### src/rtl/uart_result_tx.sv
`default_nettype none
// uart_result_tx: sends a 64-bit result as NUM_BYTES 8E1 UART frames, most-significant byte first.
module uart_result_tx #(
    parameter int CLK_FREQ  = 12_000_000,
    parameter int BAUD_RATE = 38_400,
    parameter int NUM_BYTES = 8
) (
    input  logic        sysclk,
    input  logic        rst,
    input  logic        start,
    input  logic [63:0] result,
    output logic        busy,
    output logic        done,
    output logic        clk_out,
    output logic [7:0]  tx_out,
    output logic        uart_rxd_out
);
    localparam int               CPB       = CLK_FREQ / BAUD_RATE;
    localparam int               CNT_W     = (CPB > 1) ? $clog2(CPB) : 1;
    localparam logic [CNT_W-1:0] BAUD_LAST = CNT_W'(CPB - 1);
    localparam int               ALIGN     = 8 * (8 - NUM_BYTES);
    localparam logic [2:0]       LAST_BYTE = 3'(NUM_BYTES - 1);

    typedef enum logic [2:0] {
        S_IDLE   = 3'd0,
        S_START  = 3'd1,
        S_DATA   = 3'd2,
        S_PARITY = 3'd3,
        S_STOP   = 3'd4
    } state_t;

    state_t           state_q;
    logic [CNT_W-1:0] baud_q;
    logic [2:0]       bit_q;
    logic [2:0]       byte_q;
    logic [63:0]      shreg_q;
    logic [7:0]       tx_q;
    logic             parity_q;
    logic             line_q;
    logic             busy_q;
    logic             done_q;
    logic             clk_out_q;

    logic [63:0]      load_d;
    logic [7:0]       next_byte_d;
    logic             baud_wrap_d;

    // The result is left-aligned so the byte to send next always sits in the top 8 bits.
    always_comb begin
        load_d      = result << ALIGN;
        next_byte_d = (state_q == S_IDLE) ? load_d[63:56] : shreg_q[63:56];
        baud_wrap_d = (baud_q == BAUD_LAST);
    end

    always_ff @(posedge sysclk) begin
        if (rst) begin
            state_q   <= S_IDLE;
            baud_q    <= '0;
            bit_q     <= '0;
            byte_q    <= '0;
            shreg_q   <= '0;
            tx_q      <= '0;
            parity_q  <= 1'b0;
            line_q    <= 1'b1;
            busy_q    <= 1'b0;
            done_q    <= 1'b0;
            clk_out_q <= 1'b0;
        end else begin
            done_q    <= 1'b0;
            clk_out_q <= 1'b0;
            case (state_q)
                S_IDLE: begin
                    line_q <= 1'b1;
                    if (start) begin
                        state_q   <= S_START;
                        baud_q    <= '0;
                        byte_q    <= LAST_BYTE;
                        shreg_q   <= load_d << 8;
                        tx_q      <= next_byte_d;
                        parity_q  <= ^next_byte_d;
                        clk_out_q <= 1'b1;
                        line_q    <= 1'b0;
                        busy_q    <= 1'b1;
                    end
                end
                default: begin
                    if (!baud_wrap_d) begin
                        baud_q <= baud_q + 1'b1;
                    end else begin
                        baud_q <= '0;
                        case (state_q)
                            S_START: begin
                                state_q <= S_DATA;
                                bit_q   <= '0;
                                line_q  <= tx_q[0];
                            end
                            S_DATA: begin
                                if (bit_q == 3'd7) begin
                                    state_q <= S_PARITY;
                                    line_q  <= parity_q;
                                end else begin
                                    bit_q  <= bit_q + 3'd1;
                                    line_q <= tx_q[bit_q + 3'd1];
                                end
                            end
                            S_PARITY: begin
                                state_q <= S_STOP;
                                line_q  <= 1'b1;
                            end
                            default: begin
                                // End of a stop bit: chain straight into the next start bit if bytes remain.
                                if (byte_q != 3'd0) begin
                                    state_q   <= S_START;
                                    byte_q    <= byte_q - 3'd1;
                                    shreg_q   <= shreg_q << 8;
                                    tx_q      <= next_byte_d;
                                    parity_q  <= ^next_byte_d;
                                    clk_out_q <= 1'b1;
                                    line_q    <= 1'b0;
                                end else begin
                                    state_q <= S_IDLE;
                                    busy_q  <= 1'b0;
                                    done_q  <= 1'b1;
                                    line_q  <= 1'b1;
                                end
                            end
                        endcase
                    end
                end
            endcase
        end
    end

    assign busy         = busy_q;
    assign done         = done_q;
    assign clk_out      = clk_out_q;
    assign tx_out       = tx_q;
    assign uart_rxd_out = line_q;

endmodule
`default_nettype wire
### config.mk
export PLATFORM = sky130hd
export DESIGN_NAME = uart_result_tx
export DESIGN_NICKNAME = d
export VERILOG_FILES = /design/src/rtl/uart_result_tx.sv
export SDC_FILE = /design/constraint.sdc
export NUM_CORES = 1
export LEC_CHECK = 0
export CAP_MARGIN = 20
export CORE_MARGIN = 3
export CORE_UTILIZATION = 52
export DETAILED_ROUTE_END_ITERATION = 12
export GPL_ROUTABILITY_DRIVEN = 0
export PLACE_DENSITY_LB_ADDON = 0.1
export SYNTH_ARGS = -nofsm -noshare
export SYNTH_HDL_FRONTEND = slang
export SYNTH_SLANG_ARGS = --single-unit
### constraint.sdc
create_clock -name sysclk -period 2.05 [get_ports sysclk]
set_input_delay 0.615 -clock sysclk [delete_from_list [all_inputs] [get_ports sysclk]]
set_output_delay 0.615 -clock sysclk [all_outputs]
set_load 0.03 [all_outputs]
==> qor.yml <==
outcome: "finished, final reports clean"
grt_max_degree: 51
synth.area.top_cells: "dfxtp_1 43%, a311oi_1 13%, nand2_1 11%, nor2_1 7.5%, xnor2_1 3.0%"
hold_buffers: 0
synth_seq_cells: 87
layout-drive-gt1-share: 0.0860
yosys_warnings: 0
powerDensity_nw_per_um2: 848
path_cells: "clkdlybuf4s50_1"
hold-worst-slack_ns: 0.472
worstMarginPinSlew_ns: 0.507
crit_buf_inv: 1
slowest_stage: "clkdlybuf4s50_1"
grt_pass1_vias: 3427
core_area_sq_um: 7410
syn_nets: 569
setup_viol: 0
dr.pass1.iters: 4
wl_per_cell_um: 14.5
path_delay_family: "buffers and inverters"
start_util: 0.548
io_buffers: 78
syn_inst: 497
arrival_ns: 1.39
crit_fanout: 3
power_leakage_uw: 0.00199
ir_drop_v: 0.000375
ant_nets: 0
yosys.area.top_type: "dfxtp_1"
clkTransAtPathRegs_ns: 0.09
crit_path_end_kind: "output pin"
wirelength_um: 9690
cts_tree: "yes"
dieArea_sq_um: 8910
clk_root_buffer_cell: "clkbuf_8"
grt_use_total: 0.222
die_y_um: 94.4
syn_area_sq_um: 4060
crit_type: "reg2out"
ios: 79
synthDominantCellAreaShare: 0.429
hpwl_um: 6820
yosysUniqueCellTypes: 46
numClockSinks: 87
dp.cells: 653
hold_viol: 0
finClkSkew_ns: 0.0137
min_period_ns: 2.00
insertion_delay_ns: 0.35
die_x_um: 94.4
cpPeakStageDelay_ns: 0.68
antenna_cells: 0
grt_pass1_wl_um: 15800
nets: 637
maxCapViolations: 0
pre_cts_ws_ns: -0.197
ys_seq_area_frac: 0.429
slew_headroom: 0.662
startpoint_type: "flop"
synth_area_per_cell_sq_um: 8.17
rsz0062_at_grt: "no"
antenna_found_initial: 0
slew_violations: 0
finalPower_uw: 4440
holdPathStages: 2
final-instance-count-excl-fill: 669
h-tree-depth: 3
area_delta_synth_final_pct: 28.8
r2r_cells: 4
worstPathRequired_ns: 1.43
row_count: 31
dr_total_vias: 3717
clk_path_buf_depth: 2
fin_ws_ns: 0.0456
numCtsBuffers: 9
cp.depth: 1
finalCritPeriodShare: 0.978
min_path_type: "reg2reg"
drc: 0
fmax_ghz: 0.499
drt-initial-drc-count: 176
via_per_inst: 5.56
grt-ovfl-total: 0
worst paths after layout:
| check | slack (ns) | start | end |
|---|---|---|---|
| hold reg to reg | 0.47 | shreg_q[32] | shreg_q[40] |
| hold / removal | 0.47 | shreg_q[32] | shreg_q[40] |
| setup / recovery | 0.05 | tx_out[5] | tx_out[5] |
| setup reg to reg | 0.14 | bit_q[0] | uart_rxd_out |
metrics by stage:
| stage | area, sq um | util | setup TNS, ns |
|---|---|---|---|
| 2_1_floorplan | 4060 | - | 0 |
| 3_3_place_gp | 5000 | 0.674 | -7.49 |
| 3_5_place_dp | 5000 | 0.674 | -10.07 |
| 4_1_cts | 5210 | 0.704 | 0 |
| 5_1_grt | 5230 | 0.706 | 0 |
| 6_report | 5230 | 0.706 | 0 |
cell families after synthesis:
kind of cell,Yosys count,synth area share
xor gates and xnor gates,15,0.0323
DFF,87,0.429
AOI/OAI and AO/OA,102,0.200
buffers and inverters,46,0.0564
and+or+nand+nor,238,0.251
adders and majority gates,5,0.0154
muxes,4,0.0163
area by class of cell:
| cell class | count | area, sq um |
|---|---|---|
| flip-flops and latches | 87 | 1740 |
| multi-input cells | 364 | 2120 |
| clock inverters | 6 | 92.6 |
| repair buffers | 98 | 1010 |
| clock buffers | 10 | 128 |
| inverters | 5 | 18.8 |
| fillers | 622 | 2180 |
| well taps | 99 | 124 |
synthesized netlist by cell type, drive strengths merged:
| library cell | count |
|---|---|
| mux4 | 2 |
| and2 | 1 |
| nand4 | 1 |
| nor3 | 5 |
| a311oi | 60 |
| a221o | 1 |
| buf | 16 |
| ha | 5 |
| nor2 | 82 |
| xor2 | 1 |
| a41oi | 2 |
| dfxtp | 87 |
| a21oi | 14 |
| a22oi | 10 |
| a41o | 1 |
| mux2 | 1 |
| a2bb2oi | 1 |
| a21o | 1 |
| mux2i | 1 |
| nand3 | 4 |
| xnor2 | 14 |
| or2b | 1 |
| nor4 | 2 |
| o21ai | 8 |
| nor2b | 2 |
| or3 | 2 |
| inv | 5 |
| a221oi | 1 |
| nand3b | 5 |
| nand4b | 1 |
| or4b | 1 |
| nor3b | 1 |
| and3 | 4 |
| clkbuf | 25 |
| nand2 | 122 |
| a31oi | 2 |
| and4 | 1 |
| nor4b | 2 |
| a311o | 1 |
| nand2b | 1 |
power by group:
part	internal (uW)	switching [uW]
Clock	696	628
Sequential	1870	125
Combinational	520	596
Total	3090	1350
cell usage in the layout, fill, tap and decap left out, drive strengths merged, types with 2 or more instances in the layout:
| master | synthesis | final |
|---|---|---|
| nand2 | 122 | 122 |
| dlymetal6s2s | 0 | 4 |
| a22oi | 10 | 10 |
| xnor2 | 14 | 14 |
| bufinv | 0 | 2 |
| a21oi | 14 | 14 |
| nor2 | 82 | 82 |
| buf | 16 | 21 |
| clkdlybuf4s50 | 0 | 71 |
| nor3 | 5 | 5 |
| clkinvlp | 0 | 2 |
| nor2b | 2 | 2 |
| o21ai | 8 | 8 |
| ha | 5 | 5 |
| dlygate4sd2 | 0 | 2 |
| inv | 5 | 7 |
| and3 | 4 | 4 |
| dfxtp | 87 | 87 |
| a41oi | 2 | 2 |
| nor4b | 2 | 2 |
| nand3 | 4 | 4 |
| mux4 | 2 | 2 |
| nor4 | 2 | 2 |
| clkbuf | 25 | 10 |
| a31oi | 2 | 2 |
| a311oi | 60 | 60 |
| or3 | 2 | 2 |
| nand3b | 5 | 5 |
metal layers:
metal | global-route usage | up-vias | wire, um
li1 | - | 1899 | -
met1 | 0.312 | 1702 | 4520
met2 | 0.344 | 110 | 4480
met3 | 0.0510 | 6 | 620
met4 | 0.0602 | 0 | 68
met5 | 0 | - | 0
registers in the layout, summed over array words and instances, names as in the netlist:
name          count
baud_q            9
bit_q             3
busy              1
byte_q            3
clk_out           1
done              1
parity_q          1
shreg_q          56
state_q           3
tx_out            8
uart_rxd_out      1
what timing repair did:
action,4_1_cts,5_1_grt
gates resized for setup,2,5
setup endpoints to repair,2,6
setup buffers,0,0
pin swaps,0,0
worst min-delay path, cell delays in order (launching register included):
cell	delay, ns
dfxtp_1	0.32
nand2_1	0.05
a311oi_1	0.07
Power figures use the tool's default switching activity.
